### src/rtl/mem_port_arbiter.sv
// Shares one memory port between instruction fetch (IF) and load/store data (D).
// Grants are combinational (one per cycle); a single in-flight read is tracked with a fixed-latency counter.
module mem_port_arbiter #(
    parameter int AW       = 32,
    parameter int DW       = 32,
    parameter int MEM_LAT  = 1,
    parameter int MAX_WAIT = 4
) (
    input  logic            clk,
    input  logic            rst,
    input  logic            if_req,
    input  logic [AW-1:0]   if_addr,
    output logic            if_gnt,
    output logic            if_rvalid,
    output logic [DW-1:0]   if_rdata,
    input  logic            d_req,
    input  logic            d_we,
    input  logic [AW-1:0]   d_addr,
    input  logic [DW-1:0]   d_wdata,
    input  logic [DW/8-1:0] d_be,
    output logic            d_gnt,
    output logic            d_rvalid,
    output logic [DW-1:0]   d_rdata,
    output logic            mem_rden,
    output logic            mem_wren,
    output logic [AW-1:0]   mem_addr,
    output logic [DW-1:0]   mem_wdata,
    output logic [DW/8-1:0] mem_be,
    input  logic [DW-1:0]   mem_rdata
);

    localparam logic [1:0] LAT  = 2'(MEM_LAT);
    localparam logic [3:0] WMAX = 4'(MAX_WAIT);

    logic [1:0] lat_cnt;
    logic       owner;
    logic [3:0] wait_cnt;
    logic       port_free;
    logic       if_boost;

    // Port frees up in the return cycle (lat_cnt == 1) so reads can issue back-to-back.
    always_comb begin
        port_free = !rst && (lat_cnt <= 2'd1);
        if_boost  = if_req && (wait_cnt == WMAX);
        if_gnt    = port_free && if_req && (if_boost || !d_req);
        d_gnt     = port_free && d_req && !if_boost;
        mem_rden  = if_gnt | (d_gnt & ~d_we);
        mem_wren  = d_gnt & d_we;
        mem_addr  = '0;
        mem_wdata = '0;
        mem_be    = '0;
        if (if_gnt) begin
            mem_addr = if_addr;
            mem_be   = '1;
        end else if (d_gnt) begin
            mem_addr  = d_addr;
            mem_wdata = d_wdata;
            mem_be    = d_we ? d_be : '1;
        end
        if_rvalid = !rst && (lat_cnt == 2'd1) && !owner;
        d_rvalid  = !rst && (lat_cnt == 2'd1) && owner;
    end

    assign if_rdata = mem_rdata;
    assign d_rdata  = mem_rdata;

    always_ff @(posedge clk) begin
        if (rst) begin
            lat_cnt  <= 2'd0;
            owner    <= 1'b0;
            wait_cnt <= 4'd0;
        end else begin
            if (mem_rden) begin
                lat_cnt <= LAT;
                owner   <= d_gnt;
            end else if (lat_cnt != 2'd0) begin
                lat_cnt <= lat_cnt - 2'd1;
            end
            // Starvation counter only runs while IF keeps asking and keeps losing.
            if (if_gnt || !if_req) begin
                wait_cnt <= 4'd0;
            end else if (wait_cnt != WMAX) begin
                wait_cnt <= wait_cnt + 4'd1;
            end
        end
    end

endmodule

### config.mk
export PLATFORM = sky130hd
export DESIGN_NAME = mem_port_arbiter
export DESIGN_NICKNAME = d
export VERILOG_FILES = /design/src/rtl/mem_port_arbiter.sv
export SDC_FILE = /design/constraint.sdc
export NUM_CORES = 1
export LEC_CHECK = 0
export CAP_MARGIN = 20
export CORE_AREA = 2 2 107 109
export CTS_CLUSTER_SIZE = 16
export DETAILED_ROUTE_END_ITERATION = 6
export DIE_AREA = 0 0 109 111
export PLACE_DENSITY = 0.63
export SKIP_CTS_REPAIR_TIMING = 1
export SLEW_MARGIN = 20
export SYNTH_ARGS = -nofsm -noshare
export SYNTH_HDL_FRONTEND = slang
export SYNTH_SLANG_ARGS = --single-unit
### constraint.sdc
create_clock -name clk -period 2.99 [get_ports clk]
set_clock_uncertainty 0.1 [all_clocks]
set_input_delay 0.4485 -clock clk [delete_from_list [all_inputs] [get_ports clk]]
set_output_delay 0.4485 -clock clk [all_outputs]
set_load 0.03 [all_outputs]
* Word level (Yosys, flattened, before mapping)
Index checks and enable logic that the tools add are counted.
W data, S select, Z words.
** Word-level totals
- Flip-flop bits (word level) :: 7
** Cells by class
- Add/subtract/negate cells :: 2
- Order comparisons :: 1
- Eq/ne operators :: 3
- Multiplexer cells :: 9
- Bitwise logic cells :: 4
- Reductions and logical operators :: 20
** Operators by type and width (count)
- $mux W32 :: 4
- $mux W4 :: 3
- $logic_and A1 B1 Y1 :: 9
- $logic_not A1 Y1 :: 5
- $add A4 B1 Y4 const B :: 1
- $eq A4 B3 Y1 const B :: 1
- $ne A4 B3 Y1 const B :: 1
- $reduce_bool A2 Y1 :: 2
- $reduce_or A2 Y1 :: 2
- $and A1 B1 Y1 :: 2
- $eq A2 B1 Y1 const B :: 1
- $le A2 B1 Y1 const B :: 1
- $logic_or A1 B1 Y1 :: 2
- $mux W1 :: 2
- $sub A2 B1 Y2 const B :: 1
- $not A1 Y1 :: 1
- $or A1 B1 Y1 :: 1

* Longest topological paths before layout
Gate-level depths: netlist (run 1).
- Word-level depth :: 7
- Depth in mapped cells :: 7
- Gate-level depth less buffers :: 6

* Worst setup path after synthesis (run 1)
Ideal clock, no wire load.
- Kind :: register -> output
- From :: reg wait_cnt[0]
- To :: out mem_addr[23]
- Arrival :: 2120 ps
- Required time :: 2442 ps
- Path slack :: 321 ps
- Stages on the path, launching flop included :: 7
- Cells stage by stage :: dfxtp_1 -> inv_1 -> ha_1 -> nand3b_1 -> a2111oi_4 -> clkbuf_1 -> a22o_1
** On the way
- Elaborated cells on any way between the ends :: 8
- Those cells by class :: eq/ne: 1; mux: 2; reduce/logical: 5
** RTL lines
- start, declared :: line 37 : logic [3:0] wait_cnt;
- start signal, assigned :: line 83 : wait_cnt <= wait_cnt + 4'd1;
- $eq A4 B3 Y1 :: line 44 : if_boost = if_req && (wait_cnt == WMAX);
- $logic_and A1 B1 Y1 :: line 44
- $logic_or A1 B1 Y1 :: line 45 : if_gnt = port_free && if_req && (if_boost || !d_req);
- $logic_and A1 B1 Y1 :: line 45
- net if_gnt :: line 13 : output logic if_gnt,
- $mux W32 :: line 52 : if (if_gnt) begin
- end, declared :: line 26 : output logic [AW-1:0] mem_addr,
The timed path passes the listed nets, and every way through them passes these cells.

* Worst setup path after layout (run 1)
- From :: reg wait_cnt[0]
- To :: out mem_addr[20]
** On the way
- Word-level cells in the longest chain between the ends :: 6
- Elaborated cells on any way between the ends :: 8
- Those cells by class :: eq/ne: 1; mux: 2; reduce/logical: 5
** RTL lines
- $eq A4 B3 Y1 * :: line 44
- $logic_and A1 B1 Y1 * :: line 44
- $logic_not A1 Y1 :: line 46 : d_gnt = port_free && d_req && !if_boost;
- $logic_and A1 B1 Y1 :: line 46
- $mux W32 :: line 55 : end else if (d_gnt) begin
- $mux W32 * :: line 52
Mark *: on every way between the ends. The rest lies on a longest branch, timed or not.

==> results of run 1 <==
per-layer routing:
layer	vias to the layer above	wire length, um	GRT usage
met1	733	2310	0.105
met3	8	620	0.0329
met5	-	0	0
met2	116	3350	0.180
li1	811	-	-
met4	0	76	0.0188
power groups by stage:
stage	sequential (mW)	clock [mW]	combinational, mW
floorplan	0.122	0	0.639
global placement	0.123	0	0.925
detailed placement	0.126	0	0.937
CTS	0.125	0.230	0.940
global route	0.128	0.237	0.984
finish	0.125	0.230	0.927
placed cells by master (no fill, tap or decap):
cell type	n
clkdlybuf4s50_1	106
buf_4	60
and2_1	33
a22o_1	32
buf_12	16
inv_1	7
dfxtp_1	7
a21oi_1	5
a21o_1	4
ha_1	4
nand2_1	3
xnor2_1	3
nor3_1	3
nor2_1	3
clkbuf_16	3
and3b_1	2
a2111oi_4	2
nor2b_1	1
o21ai_0	1
a211oi_2	1
nand3b_1	1
nor3b_1	1
o21ba_2	1
or3_1	1
nand3_1	1
clkbuf_1	1
stage by stage:
stage	worst slack, ps	cell area, um^2	total power, mW	cells	utilization
after floorplan	321	1490	0.761	192	-
after global placement	314	2970	1.05	441	0.268
after detailed placement	302	2970	1.06	441	0.268
after CTS	162	3040	1.30	445	0.275
after global routing	48.1	3040	1.35	445	0.275
final	160	3040	1.28	445	0.275
cells by family (layout without fill, tap and decap cells):
| family | Yosys count | in the layout | share of synthesized area |
|---|---|---|---|
| xor gates and xnor gates | 3 | 3 | 0.0177 |
| buffers and inverters | 83 | 193 | 0.375 |
| DFF | 7 | 7 | 0.0943 |
| and+or+nand+nor | 49 | 49 | 0.198 |
| adders and majority gates | 4 | 4 | 0.0337 |
| AOI/OAI and AO/OA | 46 | 46 | 0.281 |
worst max-delay path, delay by kind of cell (launching register included):
kind	cells	cell delay, ps
flip-flops	1	360
buffers and inverters	3	520
AND/OR/NAND/NOR	1	250
AO/OA/AOI/OAI	2	670
adder cells (fa/ha/maj)	1	230
registers in the layout, indices dropped and copies added (netlist names):
register  count
wait_cnt      4
lat_cnt       2
owner         1
worst min-delay path by stage:
stage,startpoint,to,slack (ps),depth (start not counted)
final,wait_cnt[1]$_SDFFE_PP0P_,wait_cnt[1]$_SDFFE_PP0P_,390,2
after global routing,wait_cnt[1]$_SDFFE_PP0P_,wait_cnt[1]$_SDFFE_PP0P_,430,2
after detailed placement,wait_cnt[1]$_SDFFE_PP0P_,wait_cnt[1]$_SDFFE_PP0P_,390,2
after CTS,wait_cnt[1]$_SDFFE_PP0P_,wait_cnt[1]$_SDFFE_PP0P_,400,2
after global placement,wait_cnt[1]$_SDFFE_PP0P_,wait_cnt[1]$_SDFFE_PP0P_,380,2
after floorplan,wait_cnt[1]$_SDFFE_PP0P_,wait_cnt[1]$_SDFFE_PP0P_,360,2
layout make-up:
| cell class | count | area [um^2] |
|---|---|---|
| Multi-Input combinational cell | 102 | 788 |
| Inverter | 7 | 26.3 |
| Fill cell | 1168 | 8030 |
| Timing Repair Buffer | 182 | 1830 |
| Clock buffer | 4 | 78.8 |
| Sequential cell | 7 | 140 |
| Tap cell | 143 | 179 |
==> metrics.txt, run 1 <==
status=finished, final reports clean; Post-synth EDFFs=0; register area share after synthesis=0.0943; RSZ-0062 raised after global routing=false; die area=roughly 12000 um^2; Tmin final=approximately 2800 ps; r2r endpoint=owner$_SDFFE_PP0P_; Area contributors post-synth=buf_4 32%, a22o_1 19%, and2_1 14%; Ports=275; # clock sinks=7; sequential share of power=0.097; CP Launch Point=wait_cnt[0]$_SDFFE_PP0P_; Commonest cells post-synth=64 x buf_4, 33 x and2_1, 32 x a22o_1; synth warn=0; Mapped Avg Cell Area=slightly below 8 um^2; num rows=39; arrival time worst endpoint=2280 ps; largest net degree at the start of global routing=between 70 and 80; total of max-cap violations=0; Critical Path, Cell by Cell=inv_1 -> ha_1 -> and3b_1 -> a2111oi_4 -> buf_12 -> a22o_1 -> buf_12; Synth async-reset ratio=0; Detail Route Antenna Nets=0; HP Class=flop to flop; r2r startpoint=wait_cnt[0]$_SDFFE_PP0P_; die width=~110 um; top cell type's share of synthesized area=0.323; Cell Pwr Density=421 nW/um^2; NetSw=approximately 530 uW; GPL Wtd Cong=a little under 0.7; dominant cell type by area after synthesis=buf_4; TritonCTS clock tree=built; sw frac=0.415; internal power=~750 uW; Chip Height=roughly 110 um; Congestion Overflow GR=0; relative max-transition margin=0.647; Largest stage delay, worst path=around 420 ps; number of port buffers=around 180; logic gate share of total power=0.723; WP data required=between 2000 and 2500 ps; CORE AREA=around 11000 um^2; Antenna Cells=0; crit-path max FO=between 70 and 80; H-Tree Depth=1; mapped cell area=between 1000 and 1500 um^2; critical path capture point=mem_addr[20]; #FFs+latches synth=7; Setup CP Type=flop to output port; detailed-route via count=approximately 1700; final hold vios=0; root buffer cell=clkbuf_16; Hold WS=slightly below 400 ps; drt total wl=approximately 6.4 mm; crit-path most repeated cell=buf_12; first-pass GRT wire length=between 9 and 10 mm; worst skew pair latency=230 ps; Clock Path Buffers=2; DRT iter0 DRCs=54; Setup-failing EPs final=0; Final nets=between 400 and 500; initial antenna violation count=0; Pleak=1.31 nW; Syn Inst Count=192; ys flop type=dfxtp_1; Fin Setup TNS=0 ps; total CTS buffers=3; IR drop worst, VDD=~0.43 mV; startpoint types=flop; Clock power frac=0.179; first-pass iteration count of the detailed router=4; Clock Pin Slew Worst Setup and Hold Paths=~40 ps; worst slew pin tran=between 500 and 600 ps; vias in the first global route=roughly 1700; Worst Setup End Kind=output port; area grow syn2layout=105%; proportion of layout cells with a drive suffix above 1=0.275; Synth cell types=24; Slowest-stage cell, CP=a2111oi_4; Post-Syn Nets=333; Final Slew Violations=0; initial core utilization=0.134; vias per cell=between 3 and 4; residual DRC count=0; Detailed Place HPWL=about 5.5 mm; r2r setup slk=between 900 and 1000 ps; FF-to-FF path depth=7; most common cell in the netlist=buf_4; Max Fclk=between 0.3 and 0.4 GHz; All-Layer GR Usage=0.0973; wire per inst=~14 um; fin crit share=0.946
Power figures use the tool's default switching activity.
==> inputs of run 2 (changes only) <==
==> constraint.sdc (replaced) <==
create_clock -name clk -period 2.99 [get_ports clk]
set_clock_uncertainty 0.1 [all_clocks]
set_input_delay 0.4485 -clock clk [delete_from_list [all_inputs] [get_ports clk]]
set_output_delay 0.4485 -clock clk [all_outputs]
set_load 0.01 [all_outputs]
==> run 2 against run 1 <==
The run now ends with setup timing left. Combinational power down 18%. Sequential share of layout area fell by 0.26 points. Worst setup slack worse by 280 ps. Clock power about the same. Final cell count increased by 1.8%. Maximum frequency decreased by 9.1%. Critical path type is now primary input to output port. Wire length rose by 15%. Register-to-register slack got worse by 190 ps. Via count grew 5.6%. Non-clock buffer count is 8 higher. Flip-flop and latch count stayed put. Sequential power about the same.
==> metrics.txt, run 2 (same netlist as run 1, synthesis figures left out) <==
status=finished, violations left; failing checks=setup timing; sequential share of power=0.112 (+0.015); met1 GRT Util=0.108 (+0.00249); first-pass iteration count of the detailed router=4 (unchanged); Cell Pwr Density=344 nW/um^2 (-18%); gr busiest metal=met2; num rows=39 (unchanged); Setup CP Type=primary input to output port; Congestion Overflow GR=0 (unchanged); proportion of layout cells with a drive suffix above 1=0.0645 (-0.210); initial core utilization=0.134 (unchanged); DP Worst Slack=4.15 ps (-298 ps); final hold vios=0 (unchanged); HP Class=flop to flop; number of port buffers=178 (unchanged); met3 Use GR=0.0259 (-0.00705); relative max-transition margin=0.648 (+0.00150); fill cell count=1148 (-1.7%); Setup-failing EPs final=46 (+46); dpl cells=443 (+0.45%); Final nets=452 (+1.8%); crit-path max FO=17 (-76%); wire per inst=16.2 um (+13%); hold path start=wait_cnt[1]$_SDFFE_PP0P_; logic gate share of total power=0.682 (-0.041); Register Area=140 um^2 (unchanged); r2r startpoint=lat_cnt[1]$_SDFFE_PP0P_; Detail Route Antenna Nets=0 (unchanged); DRT iter0 DRCs=43 (-20%); die width=109 um (unchanged); RSZ-0062 raised after global routing=true; area grow syn2layout=117%; vias in the first global route=1729 (+3.2%); Ports=275 (unchanged); Worst Hold Path Cells=2 (unchanged); IR drop worst, VDD=0.376 mV (-12%); startpoint types=primary input; Clock Pin Slew Worst Setup and Hold Paths=40 ps (about the same); Clock power frac=0.206 (+0.027); internal power=745 uW (-0.76%); NetSw=364 uW (-32%); Pleak=1.58 nW (+21%); root buffer cell=clkbuf_16; Antenna Cells=0 (unchanged); Worst Setup End Kind=output port; initial antenna violation count=0 (unchanged); met2 usage=0.181 (+0.000828); Max Fclk=0.321 GHz (-9.1%); detailed-route via count=1761 (+5.6%); WP data required=2440 ps (about the same); Biggest register=wait_cnt; largest net degree at the start of global routing=72 (unchanged); arrival time worst endpoint=2570 ps (+290 ps); max reg flops=4 (unchanged); residual DRC count=0 (unchanged); r2r endpoint=wait_cnt[2]$_SDFFE_PP0P_; total CTS buffers=3 (unchanged); sw frac=0.328 (-0.0864); Fin Setup TNS=-4300 ps (-4300 ps); first-pass GRT wire length=9.20 mm (-0.38%); drt total wl=7.35 mm (+15%); worst slew pin tran=526 ps (-2.24 ps); CORE AREA=11100 um^2 (unchanged); vias per cell=3.89 (+3.7%); All-Layer GR Usage=0.0969 (-0.000361); GPL Wtd Cong=0.700 (+3.2%); fin crit share=1.04 (+0.0950); die area=12100 um^2 (unchanged); total of max-cap violations=0 (unchanged); TritonCTS clock tree=built; Chip Height=111 um (unchanged); worst skew pair latency=230 ps (about the same); Detailed Place HPWL=5.50 mm (-0.47%); # clock sinks=7 (unchanged); Multi-input gate area=791 um^2 (+0.32%); r2r setup slk=730 ps (-190 ps); fin worst setup slack=-124 ps (-284 ps); most frequent cells in the layout=153 x clkdlybuf4s50_1, 33 x and2_1, 32 x a22o_1; FF-to-FF path depth=8 (+1); H-Tree Depth=1 (unchanged); non-filler cells, final=453 (+1.8%); commonest non-fill, non-tap cell in the layout=clkdlybuf4s50_1; Largest regs=wait_cnt x4, lat_cnt x2, owner x1; Final Slew Violations=0 (unchanged); Tmin final=3110 ps (+284 ps); Clock Path Buffers=2 (unchanged); fin util=0.291 (+0.0164); WHS Endpoint=wait_cnt[1]$_SDFFE_PP0P_
run 2: cell count changes in the layout (fill, tap and decap cells not counted), moves of 3 or more:
cell             delta
clkbuf_16           +3
clkdlybuf4s50_1    +47
buf_4              -54
buf_12             -15
dlymetal6s2s_1     +25
run 2: how the worst max path moves through the flow:
stage	from	depth (start not counted)	to	slack [ps]
2_1_floorplan	wait_cnt[0]$_SDFFE_PP0P_	7	mem_addr[0]	630
3_3_place_gp	d_req	6	mem_addr[2]	10
3_5_place_dp	d_req	6	mem_addr[2]	4
4_1_cts	wait_cnt[0]$_SDFFE_PP0P_	7	mem_addr[2]	-160
5_1_grt	wait_cnt[0]$_SDFFE_PP0P_	8	mem_wdata[30]	-210
6_report	d_req	7	mem_addr[8]	-120
run 2: per-layer routing:
layer | vias to the layer above | share of wire | wire, um
li1 | 833 | - | -
met1 | 804 | 0.38 | 2810
met2 | 115 | 0.53 | 3880
met3 | 9 | 0.079 | 580
met4 | 0 | 0.011 | 78
met5 | - | 0 | 0
run 2: critical path, cell delays in order:
cell	delay, ps
clkdlybuf4s50_1	440
buf_4	160
a2111oi_4	410
buf_4	220
clkbuf_16	190
a22o_1	130
clkdlybuf4s50_1	560
run 2: cell type report:
type	instances	area share
flip-flops and latches	7	0.0434
well taps	143	0.0555
clock buffers	4	0.0244
inverters	7	0.00815
repair buffers	190	0.623
multi-input cells	102	0.245
run 2: power groups by stage:
| stage | combinational, mW | sequential (mW) | clock (mW) |
|---|---|---|---|
| after global routing | 0.810 | 0.125 | 0.241 |
| after global placement | 0.716 | 0.123 | 0 |
| after floorplan | 0.392 | 0.122 | 0 |
| after CTS | 0.735 | 0.123 | 0.235 |
| final | 0.756 | 0.124 | 0.228 |
| after detailed placement | 0.730 | 0.125 | 0 |
run 2: per-stage QoR:
step	hold WS [ps]	power, mW	instance area (um^2)
2_1_floorplan	361	0.514	1490
3_3_place_gp	374	0.838	2990
3_5_place_dp	384	0.856	2990
4_1_cts	389	1.09	3060
5_1_grt	419	1.18	3230
6_report	388	1.11	3230
==> inputs of run 3 (changes only) <==
--- a/config.mk
+++ b/config.mk
@@ -6,11 +6,13 @@
 export NUM_CORES = 1
 export LEC_CHECK = 0
 export CAP_MARGIN = 20
-export CORE_AREA = 2 2 107 109
+export CELL_PAD_IN_SITES_DETAIL_PLACEMENT = 2
+export CELL_PAD_IN_SITES_GLOBAL_PLACEMENT = 2
+export CORE_AREA = 2 2 125 127
 export CTS_CLUSTER_SIZE = 16
 export DETAILED_ROUTE_END_ITERATION = 6
-export DIE_AREA = 0 0 109 111
-export PLACE_DENSITY = 0.63
+export DIE_AREA = 0 0 127 129
+export PLACE_DENSITY = 0.95
 export SKIP_CTS_REPAIR_TIMING = 1
 export SLEW_MARGIN = 20
 export SYNTH_ARGS = -nofsm -noshare
==> run 3 against run 2 <==
Global-route usage down 1.2 points. First-iteration DRC count down 42%. Sequential share of layout area down 0.23 points. Highest routed layer unchanged. Largest power group unchanged. The flow now finishes without violations. Flip-flop and latch count unchanged.
==> metrics.txt, run 3 (same netlist as run 1, synthesis figures left out) <==
Worst Setup End Kind=output port; Tmin final=2910 ps (-203 ps); first-pass iteration count of the detailed router=3 (-1); initial antenna violation count=0 (unchanged); largest net degree at the start of global routing=72 (unchanged); DP Worst Slack=5.91 ps (+1.76 ps); crit-path max FO=17 (unchanged); crit-path most repeated cell=clkdlybuf4s50_1; status=finished, final reports clean; total of max-cap violations=0 (unchanged); FF-to-FF path depth=8 (unchanged); Ports=275 (unchanged); GPL Wtd Cong=0.715 (+2.3%); arrival time worst endpoint=2360 ps (-210 ps); fin crit share=0.974 (-0.0679); die area=16400 um^2 (+35%); total CTS buffers=3 (unchanged); Max Fclk=0.344 GHz (+7.0%); Detail Route Antenna Nets=0 (unchanged); relative max-transition margin=0.791 (+0.142); num rows=45 (+15%); Cell Pwr Density=330 nW/um^2 (-4.0%); Final nets=456 (+0.88%); Largest regs=wait_cnt x4, lat_cnt x2, owner x1; Clock Path Buffers=2 (unchanged); fin worst setup slack=79.1 ps (+203 ps); r2r startpoint=lat_cnt[1]$_SDFFE_PP0P_; max reg flops=4 (unchanged); hold path start=wait_cnt[1]$_SDFFE_PP0P_; Clock power frac=0.206 (about the same); Worst Hold Path Cells=2 (unchanged); Clock Pin Slew Worst Setup and Hold Paths=40 ps (about the same); worst slew pin tran=313 ps (-214 ps); WHS Endpoint=wait_cnt[1]$_SDFFE_PP0P_; Biggest register=wait_cnt; dpl cells=487 (+9.9%); non-filler cells, final=502 (+11%); Detailed Place HPWL=6.48 mm (+18%); WP data required=2440 ps (about the same); detailed-route via count=1812 (+2.9%); Setup CP Type=primary input to output port; DRT iter0 DRCs=25 (-42%); drt total wl=8.89 mm (+21%); Pleak=2.35 nW (+48%); r2r setup slk=910 ps (+180 ps); startpoint types=primary input; sequential share of power=0.110 (-0.002); IR drop worst, VDD=0.186 mV (-50%); Critical Path, Cell by Cell=clkdlybuf4s50_1 -> inv_1 -> a2111oi_4 -> buf_4 -> clkbuf_16 -> clkdlybuf4s50_1; Largest stage delay, worst path=560 ps (about the same); NetSw=389 uW (+7.0%); r2r endpoint=wait_cnt[2]$_SDFFE_PP0P_; die width=127 um (+17%); HP Class=flop to flop; vias per cell=3.61 (-7.1%); initial core utilization=0.0992 (-0.0349); commonest non-fill, non-tap cell in the layout=clkdlybuf4s50_1; number of port buffers=178 (unchanged); most frequent cells in the layout=108 x clkdlybuf4s50_1, 70 x dlymetal6s2s_1, 33 x and2_1; Antenna Cells=0 (unchanged); first-pass GRT wire length=11.0 mm (+19%); TritonCTS clock tree=built; wire per inst=17.7 um (+9.2%); area grow syn2layout=133%; # clock sinks=7 (unchanged); Final Slew Violations=0 (unchanged); final hold vios=0 (unchanged); All-Layer GR Usage=0.0850 (-0.0119); vias in the first global route=2066 (+19%); Congestion Overflow GR=0 (unchanged); Setup-failing EPs final=0 (-100%); proportion of layout cells with a drive suffix above 1=0.0892 (+0.0247); residual DRC count=0 (unchanged); internal power=753 uW (+1.2%); root buffer cell=clkbuf_16; Chip Height=129 um (+16%); H-Tree Depth=1 (unchanged); sw frac=0.341 (+0.0125); worst skew pair latency=240 ps (about the same); Slowest-stage cell, CP=clkdlybuf4s50_1; CORE AREA=15000 um^2 (+35%); logic gate share of total power=0.684 (+0.002)
[run 3: cell count changes in the layout (fill, tap and decap cells not counted), sizes merged]
cell           previous run  this run
buf                       9        12
clkdlybuf4s50           153       108
dlymetal6s2s             25        70
clkinv                    0         1
[run 3: layout make-up]
type / instances / area, um^2
fillers: 1708 / 11500
clock inverters: 1 / 5.00
inverters: 7 / 26.3
repair buffers: 194 / 2190
clock buffers: 3 / 75.1
multi-input cells: 102 / 792
flip-flops and latches: 7 / 143
well taps: 188 / 235
[run 3: per-layer routing]
layer | global-route usage | vias up | share of wire
met1 | 0.0834 | 850 | 0.34
met4 | 0.0136 | 0 | 0.0063
li1 | - | 835 | -
met2 | 0.178 | 120 | 0.58
met5 | 0 | - | 0
met3 | 0.0237 | 7 | 0.072
[run 3: stage by stage]
stage               hold slack, ps  setup TNS (ps)   util  power (mW)  instance area [um^2]
floorplan                      361               0      -       0.514                  1490
global placement               372               0  0.203       0.835                  3030
detailed placement             402               0  0.203       0.875                  3030
CTS                            414          -16920  0.208        1.12                  3110
global route                   408           -32.8  0.231        1.23                  3460
finish                         381               0  0.231        1.14                  3460
[run 3: how the worst max path moves through the flow]
stage,from,to,slack (ps),cells after the start
5_1_grt,wait_cnt[0]$_SDFFE_PP0P_,if_gnt,-30,7
4_1_cts,wait_cnt[0]$_SDFFE_PP0P_,mem_addr[29],-270,7
3_5_place_dp,d_req,mem_addr[27],6,6
6_report,if_req,if_gnt,80,6
2_1_floorplan,wait_cnt[0]$_SDFFE_PP0P_,mem_addr[0],630,7
3_3_place_gp,d_req,mem_addr[14],40,6
[run 3: power groups by stage]
stage                     clock [mW]  combinational [mW]  sequential [mW]
after global routing           0.249               0.850            0.129
after CTS                      0.242               0.753            0.126
after floorplan                    0               0.392            0.122
after global placement             0               0.711            0.124
after detailed placement           0               0.748            0.127
final                          0.235               0.782            0.126
[run 3: worst max-delay path: cells and delay by family]
kind | cells | cell delay (ps)
AOI/OAI and AO/OA | 1 | 310
buffers and inverters | 5 | 1600
